===== config.mk =====
export PLATFORM = sky130hd
export DESIGN_NAME = pc_sequencer
export DESIGN_NICKNAME = d
export VERILOG_FILES = /design/src/rtl/pc_seq_pkg.sv /design/src/rtl/pc_next_sel.sv /design/src/rtl/pc_sequencer.sv
export SDC_FILE = /design/constraint.sdc
export NUM_CORES = 1
export LEC_CHECK = 0
export CORE_MARGIN = 3
export CORE_UTILIZATION = 52
export DETAILED_ROUTE_END_ITERATION = 8
export PLACE_DENSITY_LB_ADDON = 0.15
export RECOVER_POWER = 100
export SLEW_MARGIN = 0
export SYNTH_ARGS = -nofsm -noshare
export SYNTH_HDL_FRONTEND = slang
export SYNTH_SLANG_ARGS = --single-unit
export TNS_END_PERCENT = 30

===== constraint.sdc =====
create_clock -name clk_i -period 3.9 [get_ports clk_i]
set_input_delay 0.39 -clock clk_i [delete_from_list [all_inputs] [get_ports clk_i]]
set_output_delay 0.39 -clock clk_i [all_outputs]
set_load 0.005 [all_outputs]

===== src/rtl/pc_seq_pkg.sv =====
// ----------------------------------------------------------------------------
// pc_seq_pkg
//   Shared definitions for the IF-stage program-counter sequencer.
//   - seq_state_t      : sequencer FSM encoding (IDLE/RUN/WAIT, 2 bits)
//   - PC_INC           : sequential fetch stride in bytes
//   - RESET_PC_DEFAULT : default PC after reset / while the core is stopped
// ----------------------------------------------------------------------------
package pc_seq_pkg;

    typedef enum logic [1:0] {
        ST_IDLE = 2'd0,
        ST_RUN  = 2'd1,
        ST_WAIT = 2'd2
    } seq_state_t;

    localparam int unsigned PC_INC           = 4;
    localparam logic [31:0] RESET_PC_DEFAULT = 32'h0000_0000;

endpackage : pc_seq_pkg


===== src/rtl/pc_next_sel.sv =====
// ----------------------------------------------------------------------------
// pc_next_sel
//   Combinational next-PC priority mux for the PC sequencer.
//   Priority: jump > branch > pending redirect > stall hold > pc + PC_INC.
//   Redirect targets are word-aligned before being returned; misaligned flags
//   a target whose low two bits were non-zero.
//
// Ports
//   pc              in   PC_W  current program counter
//   jump            in   1     jump request this cycle
//   jump_target     in   PC_W  jump target
//   branch          in   1     taken branch this cycle
//   branch_target   in   PC_W  branch target
//   pending_valid   in   1     a redirect was captured while the fetch waited
//   pending_target  in   PC_W  captured redirect target (unaligned original)
//   stall           in   1     hold PC when no redirect applies
//   next_pc         out  PC_W  selected next PC
//   redirect_taken  out  1     next_pc comes from a redirect target
//   misaligned      out  1     selected redirect target had [1:0] != 0
// ----------------------------------------------------------------------------
module pc_next_sel
    import pc_seq_pkg::*;
#(
    parameter int PC_W = 32
) (
    input  logic [PC_W-1:0] pc,
    input  logic            jump,
    input  logic [PC_W-1:0] jump_target,
    input  logic            branch,
    input  logic [PC_W-1:0] branch_target,
    input  logic            pending_valid,
    input  logic [PC_W-1:0] pending_target,
    input  logic            stall,
    output logic [PC_W-1:0] next_pc,
    output logic            redirect_taken,
    output logic            misaligned
);

    logic [PC_W-1:0] target;

    always_comb begin
        target         = pending_target;
        redirect_taken = 1'b1;
        if (jump) begin
            target = jump_target;
        end else if (branch) begin
            target = branch_target;
        end else if (pending_valid) begin
            target = pending_target;
        end else begin
            redirect_taken = 1'b0;
        end
    end

    always_comb begin
        next_pc    = pc;
        misaligned = 1'b0;
        if (redirect_taken) begin
            // Alignment is forced here so pc never carries non-zero low bits.
            next_pc    = {target[PC_W-1:2], 2'b00};
            misaligned = |target[1:0];
        end else if (!stall) begin
            // Wraps modulo 2^PC_W with no overflow indication.
            next_pc = pc + PC_W'(PC_INC);
        end
    end

endmodule : pc_next_sel


===== src/rtl/pc_sequencer.sv =====
// ----------------------------------------------------------------------------
// pc_sequencer
//   Owns the program counter in the IF stage. Steps the PC by PC_INC, applies
//   branch/jump redirects, honours hazard stalls and the instruction-memory
//   ready handshake, and raises a registered one-cycle IF/ID flush after each
//   redirect is loaded.
//
//   state | meaning
//   ------+---------------------------------------------------------------
//   IDLE  | stopped; pc held at RESET_PC, no fetch request
//   RUN   | fetching; pc advances whenever imem_ready_i is high
//   WAIT  | fetch not yet served; pc held, redirects captured as pending
//
// Ports
//   clk_i            in   1     clock, rising edge
//   rst_i            in   1     synchronous reset, active high
//   start_i          in   1     run enable; low returns to IDLE
//   stall_i          in   1     hazard stall, hold PC
//   branch_i         in   1     branch taken (resolved in ID)
//   branch_target_i  in   PC_W  branch target
//   jump_i           in   1     jump request
//   jump_target_i    in   PC_W  jump target
//   imem_ready_i     in   1     instruction memory served the current fetch
//   pc_o             out  PC_W  current fetch address
//   imem_req_o       out  1     fetch request valid (RUN or WAIT)
//   flush_o          out  1     one-cycle IF/ID flush after a redirect
//   misalign_o       out  1     one-cycle pulse: loaded target had [1:0]!=0
//   busy_o           out  1     high while in WAIT
// ----------------------------------------------------------------------------
module pc_sequencer
    import pc_seq_pkg::*;
#(
    parameter int              PC_W     = 32,
    parameter logic [PC_W-1:0] RESET_PC = PC_W'(RESET_PC_DEFAULT)
) (
    input  logic            clk_i,
    input  logic            rst_i,
    input  logic            start_i,
    input  logic            stall_i,
    input  logic            branch_i,
    input  logic [PC_W-1:0] branch_target_i,
    input  logic            jump_i,
    input  logic [PC_W-1:0] jump_target_i,
    input  logic            imem_ready_i,
    output logic [PC_W-1:0] pc_o,
    output logic            imem_req_o,
    output logic            flush_o,
    output logic            misalign_o,
    output logic            busy_o
);

    seq_state_t      state_q, state_d;
    logic [PC_W-1:0] pc_q, pc_d;
    logic            pend_valid_q, pend_valid_d;
    logic [PC_W-1:0] pend_target_q, pend_target_d;
    logic            flush_q, flush_d;
    logic            misalign_q, misalign_d;

    logic [PC_W-1:0] sel_next_pc;
    logic            sel_redirect;
    logic            sel_misaligned;

    // Pending is always clear while in RUN, so the same mux serves both the
    // RUN and WAIT->RUN cases without gating pending_valid by state.
    pc_next_sel #(
        .PC_W (PC_W)
    ) u_next_sel (
        .pc             (pc_q),
        .jump           (jump_i),
        .jump_target    (jump_target_i),
        .branch         (branch_i),
        .branch_target  (branch_target_i),
        .pending_valid  (pend_valid_q),
        .pending_target (pend_target_q),
        .stall          (stall_i),
        .next_pc        (sel_next_pc),
        .redirect_taken (sel_redirect),
        .misaligned     (sel_misaligned)
    );

    always_ff @(posedge clk_i) begin
        if (rst_i) begin
            state_q       <= ST_IDLE;
            pc_q          <= RESET_PC;
            pend_valid_q  <= 1'b0;
            pend_target_q <= '0;
            flush_q       <= 1'b0;
            misalign_q    <= 1'b0;
        end else begin
            state_q       <= state_d;
            pc_q          <= pc_d;
            pend_valid_q  <= pend_valid_d;
            pend_target_q <= pend_target_d;
            flush_q       <= flush_d;
            misalign_q    <= misalign_d;
        end
    end

    always_comb begin
        state_d       = state_q;
        pc_d          = pc_q;
        pend_valid_d  = pend_valid_q;
        pend_target_d = pend_target_q;
        flush_d       = 1'b0;
        misalign_d    = 1'b0;

        if (!start_i) begin
            // Stopping discards any captured redirect.
            state_d       = ST_IDLE;
            pc_d          = RESET_PC;
            pend_valid_d  = 1'b0;
            pend_target_d = '0;
        end else begin
            unique case (state_q)
                ST_IDLE: begin
                    // First fetch goes out at RESET_PC.
                    state_d = ST_RUN;
                end
                ST_RUN, ST_WAIT: begin
                    if (imem_ready_i) begin
                        state_d       = ST_RUN;
                        pc_d          = sel_next_pc;
                        flush_d       = sel_redirect;
                        misalign_d    = sel_misaligned;
                        pend_valid_d  = 1'b0;
                        pend_target_d = '0;
                    end else begin
                        state_d = ST_WAIT;
                        // Newest redirect wins; jump beats branch in the
                        // same cycle.
                        if (jump_i) begin
                            pend_valid_d  = 1'b1;
                            pend_target_d = jump_target_i;
                        end else if (branch_i) begin
                            pend_valid_d  = 1'b1;
                            pend_target_d = branch_target_i;
                        end
                    end
                end
                default: begin
                    state_d = ST_IDLE;
                end
            endcase
        end
    end

    assign pc_o       = pc_q;
    assign imem_req_o = (state_q != ST_IDLE);
    assign busy_o     = (state_q == ST_WAIT);
    assign flush_o    = flush_q;
    assign misalign_o = misalign_q;

endmodule : pc_sequencer


Word level (Yosys, flattened, before mapping)

Cells that the tools add are included.

Output and inout bits: 36
Input bits: 71
Memories: 0
Bits in read-only memories: 0
RAM bits: 0
Bits in latches: 0
Register bits after elaboration: 69

Bitwise operators: 4
Reductions and logical operators: 10
Div/mod/pow operators: 0
Equal/unequal tests: 3
$add $sub $neg: 1
Shift-type cells: 0
Magnitude comparators: 0
Muxes and demuxes: 13
$mul: 0

Operators by type and width:

| cell                                                                    | number |
|---|---|
| 32-bit two-way mux                                                      | 5 |
| 32-bit by 3-bit adder with 32-bit output, second input constant         | 1 |
| 1-bit two-way mux                                                       | 6 |
| 2-bit OR reduction                                                      | 3 |
| 5-bit OR reduction                                                      | 1 |
| 1-bit inverter                                                          | 4 |
| 2-bit case mux with 2 select lines                                      | 1 |
| 4-bit OR reduction                                                      | 1 |
| 3-bit AND reduction                                                     | 1 |
| 3-bit nonzero test                                                      | 1 |
| 2-bit by 1-bit equality test with 1-bit output, second input constant   | 1 |
| 2-bit equality test, second input constant                              | 1 |
| 2-bit logical NOT                                                       | 1 |
| 2-bit two-way mux                                                       | 1 |
| 2-bit by 1-bit inequality test with 1-bit output, second input constant | 1 |
| 2-bit AND reduction                                                     | 1 |
| 2-bit nonzero test                                                      | 1 |

Depth between registers and ports, before layout

Gate-level depths: netlist (run 1).

Depth in word-level cells: 5
Mapped depth: 9
Gate-level depth less buffers: 7

Cells and area by module

A second synthesis (run 1) with hierarchy kept.

Cells, all modules: 454
Area total of the unflattened synthesis: 4155.2 µm²

By module, submodules not included:

| module       | area an instance (µm²) | sequential area each (µm²) | cells each | times used |
|---|---|---|---|---|
| pc_sequencer | 2499.9                 | 1381.3                     | 199        | 1 |
| pc_next_sel  | 1655.3                 | 0.0                        | 255        | 1 |

Least setup slack after synthesis (run 1)

OpenSTA, ideal clock, no wires.

Path type: reg-to-reg
Start point: register pc_q[2], in the netlist pc_o[2]
End point: register pc_q[26], in the netlist pc_o[26]
Period minus slack after synthesis: 2.053 ns
Data required time: 3.785 ns
Buffers on the path: 0
Cell stages (with the launch flop): 7
Slack: 1.847 ns
Data arrival time: 1.938 ns
Path through: dfxtp_1 ha_1 nand4_1 nor3_2 nand2_1 or4_1 and3_1

Longest elaborated chain between the ends: 3

RTL lines:

| what                                     | line               | source |
|---|---|---|
| start: declaration                       | pc_sequencer.sv:53 | `logic [PC_W-1:0] pc_q, pc_d;` |
| start signal: assignment                 | pc_sequencer.sv:91 | `pc_q <= pc_d;` |
| 32-bit by 3-bit adder with 32-bit output | pc_next_sel.sv:64  | `next_pc = pc + PC_W'(PC_INC);` |
| 32-bit two-way mux                       | pc_next_sel.sv:62  | `end else if (!stall) begin` |
| 32-bit two-way mux                       | pc_next_sel.sv:58  | `if (redirect_taken) begin` |

Every way passes these cells. The select of a mux whose other input is x is not followed.
A chain may end at the register's enable or synchronous reset.

Final worst setup path (run 1)

Start point: input port branch_i
End point: register pc_q[5], in the netlist pc_o[5]

Longest elaborated chain between the ends: 4

RTL lines:

| what                                                       | line               | source |
|---|---|---|
| start: declaration                                         | pc_sequencer.sv:40 | `input logic branch_i,` |
| 1-bit two-way mux                                          | pc_next_sel.sv:46  | `end else if (branch) begin` |
| 1-bit two-way mux                                          | pc_next_sel.sv:44  | `if (jump) begin` |
| 2-bit by 1-bit inequality test with 1-bit output (no line) | -                  |  |
| 3-bit AND reduction (no line)                              | -                  |  |

Parallel ways exist; a longest one is shown, timed or not.

==> flow_summary.ini, run 1 <==
[cts]
clockBufferDepth = 2
clkTransAtPathRegs_ns = 0.07
root_buffer = clkbuf_8
postCtsHoldBufs = 0
post_cts_resized = 0
cts_buffers = 9
clock_sinks = 67
clock_latency_ns = 0.35
cts_tree = built
post_cts_buffers = 0
htree_levels = 3

[timing]
hold_violations = 0
worst_pin_slew_ns = 1.97
fin_crit_ns = 2.99
final.period_utilization = 0.766
maxSlewHeadroom = -0.312
holdWs_ns = 0.458
maxSlewViolCount = 32
fin_worst_skew_ns = 0.0124
setup_viol = 0
fmax_mhz = 335
fin_setup_tns_ns = 0
grt_setup_unrepaired = no

[synth]
ys.flop_type = dfxtp_1
seq_area_frac_synth = 0.354
yosysWarnings = 0
synth-seq-cells = 67
syn_avg_cell_area_sq_um = 7.96
synth_area_sq_um = 3790
synth_edf_count = 0
async_flop_share = 0
synthCells = 476
synth_cell_types = 54

[worst_setup_path]
max_stage_delay_ns = 1.44
reg2reg_depth = 6
reg2reg_slack_ns = 1.44
cpMaxStageDelayCell = clkbuf_1
cp_cell_sequence = buf_2, clkbuf_1, mux2_2, mux2i_1, o22ai_1, a22oi_1, nor2_1
critPathMaxFanout = 31
crit_path_end_kind = flip-flop
cp_top_family = buffers and inverters
critPathLaunchType = input pin
required_ns = 4.08
crit_buf_inv = 2
worst-path-stages = 7
cp.arrival_ns = 3.17
crit_type = in2reg

[floorplan]
die_y_um = 91.4
std_cell_rows = 30
die_w_um = 91.4
die_area_sq_um = 8350
io_pins = 107
core_area_sq_um = 6940
start_util = 0.546

[layout]
multiInputGateArea_sq_um = 2280
nets = 640
fin_area_sq_um = 5030
drive_gt1_frac = 0.0668
antenna_cells = 0
post-route-util = 0.724
seqCellArea_sq_um = 1340
area_delta_synth_final_pct = 32.6
nFillCells = 559

[detailed_routing]
ant_nets = 0
drc = 0
viasPerCell = 6.10
totalWireLength_um = 11600
first_pass_iters = 5
wl_per_cell_um = 17.5
dr.first_iter.drc_count = 277
vias = 4055

[global_routing]
grt_max_degree = 59
antenna_found_initial = 0
grt_pass1_wl_um = 18800
track_usage = 0.279
grt_pass1_vias = 3737
overflow = 0

[power]
total_power_w = 0.00149
p_leak_nw = 1.94
ir_drop_v = 0.000167
p_per_area_nw_per_um2 = 297

[placement]
placed_cell_area_sq_um = 4870
hpwl_um = 8120
place_congestion = 0.899
port_buffers = 104

[outcome]
violations = max-capacitance violations, max-slew violations
run_status = finished with violations

[job]
cap_violations = 1

[min_path]
min_path_type = reg2reg
holdPathStages = 2
==> through the flow <==
step                instances  worst slack [ns]
floorplan                 477              1.85
global placement          650              1.48
detailed placement        650              1.42
CTS                       665              1.51
global route              665             0.720
finish                    665             0.913
==> cell usage after synthesis (all sizes together) (8+ instances only) <==
master,number,area [sq um]
a21oi,37,185
buf,8,43.8
dfxtp,67,1340
mux2,11,124
a22o,10,87.6
a211oi,8,60.1
nor3,13,75.1
o22ai,9,56.3
nor2,33,124
nand4,10,62.6
nand2,61,236
nand3,12,60.1
o21ai,54,270
clkbuf,28,105
mux2i,31,310
==> registers in the layout (all words and copies together), names as in the netlist <==
register       flops
pend_valid_q       1
pc_o              30
pend_target_q     32
flush_o            1
misalign_o         1
state_q            2
==> routing by layer <==
| layer | GRT usage | up-vias | share of wire |
|---|---|---|---|
| li1 | - | 1933 | - |
| met1 | 0.346 | 1894 | 0.41 |
| met2 | 0.460 | 199 | 0.49 |
| met3 | 0.0423 | 29 | 0.067 |
| met4 | 0.157 | 0 | 0.038 |
| met5 | 0 | - | 0 |
==> report_power, final <==
part / leakage [nW] / total [W] / switching (W) / internal (W)
clock: 0.0902 / 0.000546 / 0.000255 / 0.000291
combinational: 1.31 / 0.000244 / 0.000122 / 0.000122
sequential: 0.541 / 0.000703 / 0.00000951 / 0.000694
total: 1.94 / 0.00149 / 0.000387 / 0.00111
==> placed cells by master, fill, tap and decap left out, types with 3 or more instances in the layout <==
cell,n
dlygate4sd3_1,35
nor2b_1,5
ha_1,4
o31ai_1,3
clkbuf_1,7
or4_1,5
a32o_1,3
a31oi_1,3
a22o_1,10
nand4_1,10
nand2_1,60
a211oi_1,8
and3_1,7
a21oi_1,37
nand3_1,12
nor4_1,3
nor3_1,11
nor2_1,32
inv_1,7
buf_4,5
mux2i_1,31
clkdlybuf4s50_1,67
dfxtp_1,67
mux2_2,11
clkbuf_8,9
a22oi_1,4
o22ai_1,9
a21o_1,3
nand2b_1,3
or3_1,5
o21ai_0,54
==> worst paths after layout <==
check / from / endpoint
max: branch_i / pc_o[5]
min: pend_target_q[8] / pend_target_q[8]
max reg2reg: pc_o[2] / pc_o[26]
min reg2reg: pend_target_q[8] / pend_target_q[8]
==> final cells by class <==
type | count | share of cell area
multi-input cells | 367 | 0.454
flip-flops and latches | 67 | 0.267
repair buffers | 113 | 0.216
clock buffers | 12 | 0.0269
well taps | 96 | 0.0239
clock inverters | 3 | 0.00797
inverters | 7 | 0.00523
==> kinds of logic after synthesis <==
logic type,synth area share
muxes,0.115
AOI/OAI and AO/OA,0.254
other,0.000989
and+or+nand+nor,0.218
buffers and inverters,0.0462
adders and majority gates,0.0132
DFF,0.354
==> worst reg2reg max path: stages, from the launching register on <==
cell,delay [ns]
dfxtp_1,0.42
ha_1,0.28
nand4_1,0.20
nor3_2,0.50
nand2_1,0.25
or4_1,0.54
and3_1,0.18
(Power assumes the default switching activity.)
==> inputs of run 2 (changes only) <==
- CORE_UTILIZATION: 52 -> 48
- clock period: 3.9 -> 3 ns (I/O delays scaled with it)
==> run 2 against run 1 <==
Compared with the run above:
- the run now ends clean
- global-route usage is 1.0 points lower
- final cell count grew 0.90%
- non-clock buffer count rose by 2
- critical endpoint is now pc_o[29]
- largest cell class unchanged
- largest power group unchanged
- highest routed layer unchanged
==> flow_summary.ini, run 2 (synthesis results as in run 1) <==
[outcome]
run_status = complete, no violations

[detailed_routing]
first_pass_iters = 6
ant_nets = 0
wl_per_cell_um = 18.0
totalWireLength_um = 12100
drc = 0
vias = 4029
dr.first_iter.drc_count = 328
viasPerCell = 6.00

[layout]
drive_gt1_frac = 0.0804
largest_register = pend_target_q
largest_reg_flops = 32
post-route-util = 0.682
antenna_cells = 0
nets = 642
nFillCells = 669
area_delta_synth_final_pct = 34.0
layout_common_cells = dfxtp_1 (67), clkdlybuf4s50_1 (67), nand2_1 (60)

[floorplan]
die_y_um = 94.9
io_pins = 107
std_cell_rows = 31
start_util = 0.509
die_w_um = 94.9
core_area_sq_um = 7450
die_area_sq_um = 9000

[cts]
htree_levels = 3
post_cts_buffers = 0
post_cts_resized = 0
cts_tree = built
clock_sinks = 67
clock_latency_ns = 0.35
clkTransAtPathRegs_ns = 0.07
cts_buffers = 9
clockBufferDepth = 2
postCtsHoldBufs = 0
root_buffer = clkbuf_8

[timing]
hold_violations = 0
fin_worst_skew_ns = 0.00575
grt_setup_unrepaired = no
setup_viol = 0
fin_crit_ns = 2.52
final.period_utilization = 0.839
setup_ws_ns = 0.483
fin_setup_tns_ns = 0
fmax_mhz = 397
maxSlewViolCount = 0
holdWs_ns = 0.457
maxSlewHeadroom = 0.375
worst_pin_slew_ns = 0.935

[global_routing]
grt_pass1_vias = 3815
track_usage = 0.269
antenna_found_initial = 0
grt_pass1_wl_um = 18900
overflow = 0
grt_max_degree = 59

[worst_setup_path]
cp.arrival_ns = 2.80
reg2reg_depth = 5
crit_path_end_kind = flip-flop
r2r-end = pc_o[29]
worst_setup_path_endpoint = pc_o[29]
critPathLaunchType = flip-flop
crit_type = reg2reg
reg2reg_slack_ns = 0.48
r2r_start = pc_o[10]
required_ns = 3.28
crit_start = pc_o[10]
critPathMaxFanout = 9

[placement]
place_congestion = 0.874
port_buffers = 104
hpwl_um = 8600
pre_cts_slack_ns = 0.760

[power]
ir_drop_v = 0.000247
p_leak_nw = 1.96
p_per_area_nw_per_um2 = 403

[min_path]
min_path_type = reg2reg
holdPathStages = 2

[job]
cap_violations = 0
==> run 2: changes by cell type in the layout (fill, tap and decap cells not counted), sizes merged <==
cell and delta:
clkbuf -3, clkinv +2, bufinv +1, buf +3
==> run 2: how the worst min path moves through the flow <==
stage / start / endpoint / slack, ns
after global routing: pend_target_q[15] / pend_target_q[15] / 0.48
after floorplan: pend_target_q[16] / pend_target_q[16] / 0.42
final: pend_target_q[31] / pend_target_q[31] / 0.46
after global placement: pend_target_q[16] / pend_target_q[16] / 0.43
after detailed placement: pend_target_q[16] / pend_target_q[16] / 0.44
after CTS: pend_target_q[16] / pend_target_q[16] / 0.46
==> run 2: metal layers <==
| metal | GRT usage | wire (um) | vias up |
|---|---|---|---|
| met1 | 0.333 | 5020 | 1889 |
| met3 | 0.0637 | 1000 | 22 |
| met4 | 0.109 | 295 | 0 |
| met2 | 0.446 | 5750 | 175 |
| met5 | 0 | 0 | - |
| li1 | - | - | 1943 |
==> run 2: worst max-delay path, stage by stage, from the launching register on <==
cell	delay [ns]
dfxtp_1	0.51
nand3_1	0.23
nor4b_2	0.82
nand2_4	0.16
or4_1	0.55
a31oi_1	0.17
==> run 2: area by class of cell <==
class	count	area (sq um)	share of cell area
Clock inverter	6	80.1	0.0158
Multi-Input combinational cell	367	2280	0.448
Timing Repair Buffer	115	1100	0.217
Sequential cell	67	1340	0.264
Clock buffer	10	128	0.0251
Inverter	7	26.3	0.00517
Tap cell	99	124	0.0244
==> run 2: report_power, final <==
| group | total, W | switching [W] | leakage (nW) | internal, W |
|---|---|---|---|---|
| logic | 0.000316 | 0.000157 | 1.31 | 0.000159 |
| registers | 0.000915 | 0.0000129 | 0.541 | 0.000902 |
| clock network | 0.000817 | 0.000354 | 0.110 | 0.000462 |
==> run 2: through the flow <==
step	instance area [sq um]	power [W]	std cells
after global routing	5080	0.00212	671
after CTS	5100	0.00206	671
after global placement	4890	0.00125	655
after floorplan	3790	0.00109	477
after detailed placement	4890	0.00125	655
final	5080	0.00205	671
==> inputs of run 3 (changes only) <==
- clock period: 3 -> 2.37 ns (I/O delays scaled with it)
==> run 3 against run 2 <==
Compared with the run above:
- via count is 2.3% higher
- flip-flop and latch count stayed put
- critical path depth rose by 3
- clock power is 32% higher
- critical endpoint is now pc_o[18]
- setup slack got worse by 0.32 ns
==> flow_summary.ini, run 3 (synthesis results as in run 1) <==
[layout]
area_delta_synth_final_pct = 35.4
largest_register = pend_target_q
nFillCells = 665
drive_gt1_frac = 0.0849
antenna_cells = 0
largest_reg_flops = 32
layout_common_cells = clkdlybuf4s50_1 (70), dfxtp_1 (67), nand2_1 (60)
final_common_cell = clkdlybuf4s50_1
nets = 647
fin_area_sq_um = 5130

[placement]
placed_cell_area_sq_um = 4940
port_buffers = 104
hpwl_um = 8770
place_congestion = 0.867

[timing]
worst_pin_slew_ns = 0.678
maxSlewHeadroom = 0.548
fmax_mhz = 452
grt_setup_unrepaired = no
hold_violations = 0
fin_crit_ns = 2.21
final.period_utilization = 0.933
fin_setup_tns_ns = 0
setup_viol = 0
fin_worst_skew_ns = 0.0140
maxSlewViolCount = 0

[worst_setup_path]
crit_type = reg2reg
reg2reg_slack_ns = 0.16
cpMaxStageDelayCell = dfxtp_1
reg2reg_depth = 8
cp_cell_sequence = inv_1, ha_1, nand2_1, a21o_1, buf_4, or3_1, mux2_2, a21oi_1
crit_path_end_kind = flip-flop
r2r_start = state_q[1]
cp.arrival_ns = 2.49
required_ns = 2.65
max_stage_delay_ns = 0.37
r2r-end = pc_o[18]
critPathMaxFanout = 9
critPathLaunchType = flip-flop

[global_routing]
grt_max_degree = 59
grt_pass1_wl_um = 19200
track_usage = 0.271
grt_pass1_vias = 3891
overflow = 0
antenna_found_initial = 0

[cts]
postCtsHoldBufs = 0
clockBufferDepth = 2
cts_buffers = 9
cts_tree = built
clock_sinks = 67
clock_latency_ns = 0.36
post_cts_resized = 0
root_buffer = clkbuf_8
clkTransAtPathRegs_ns = 0.08
post_cts_buffers = 0
htree_levels = 3

[power]
p_per_area_nw_per_um2 = 516
ir_drop_v = 0.000356
p_leak_nw = 1.97
total_power_w = 0.00265

[floorplan]
io_pins = 107
std_cell_rows = 31
start_util = 0.509
die_y_um = 94.9
core_area_sq_um = 7450
die_area_sq_um = 9000
die_w_um = 94.9

[detailed_routing]
wl_per_cell_um = 18.0
drc = 0
first_pass_iters = 5
ant_nets = 0
dr.first_iter.drc_count = 385
totalWireLength_um = 12200
vias = 4122
viasPerCell = 6.10

[outcome]
run_status = complete, no violations

[min_path]
hp-start = pend_target_q[16]
hold_path_end = pend_target_q[16]
holdPathStages = 2
min_path_type = reg2reg

[job]
cap_violations = 0
==> run 3: area by class of cell <==
cell class	instances	area, sq um	share of cell area
clock buffers	10	128	0.0249
well taps	99	124	0.0241
inverters	7	26.3	0.00512
flip-flops and latches	67	1340	0.261
clock inverters	6	90.1	0.0176
multi-input cells	367	2270	0.443
repair buffers	120	1150	0.224
==> run 3: worst max-delay path by stage <==
stage,from,to,cells after the start
floorplan,pc_o[2],pc_o[26],6
global placement,state_q[1],pc_o[18],8
detailed placement,state_q[1],pc_o[18],8
CTS,state_q[0],pc_o[18],8
global route,state_q[1],pc_o[18],8
finish,state_q[1],pc_o[18],8
==> run 3: stage by stage <==
stage	instances	utilization	setup WS (ns)	hold WS, ns
floorplan	477	-	0.317	0.417
global placement	660	0.663	0.338	0.428
detailed placement	660	0.663	0.215	0.437
CTS	676	0.693	0.175	0.455
global route	676	0.689	0.0165	0.479
finish	676	0.689	0.158	0.456
==> run 3: layer usage <==
metal,global-route usage,vias to the layer above,part of all wire
li1,-,1953,-
met1,0.342,1935,0.40
met2,0.450,211,0.48
met3,0.0614,23,0.098
met4,0.103,0,0.023
met5,0,-,0
==> run 3: power breakdown <==
part,switching [W],leakage [nW],internal [W]
clock,0.000485,0.106,0.000594
combinational,0.000205,1.33,0.000206
sequential,0.0000156,0.541,0.00114
total,0.000705,1.97,0.00194
==> run 3: worst max-delay path, delay by kind of cell, from the launching register on <==
kind                       cells  cell delay, ns
AOI/OAI and AO/OA              2            0.42
adders and majority gates      1            0.35
buffers and inverters          2            0.26
DFF                            1            0.37
muxes                          1            0.26
and+or+nand+nor                2            0.46
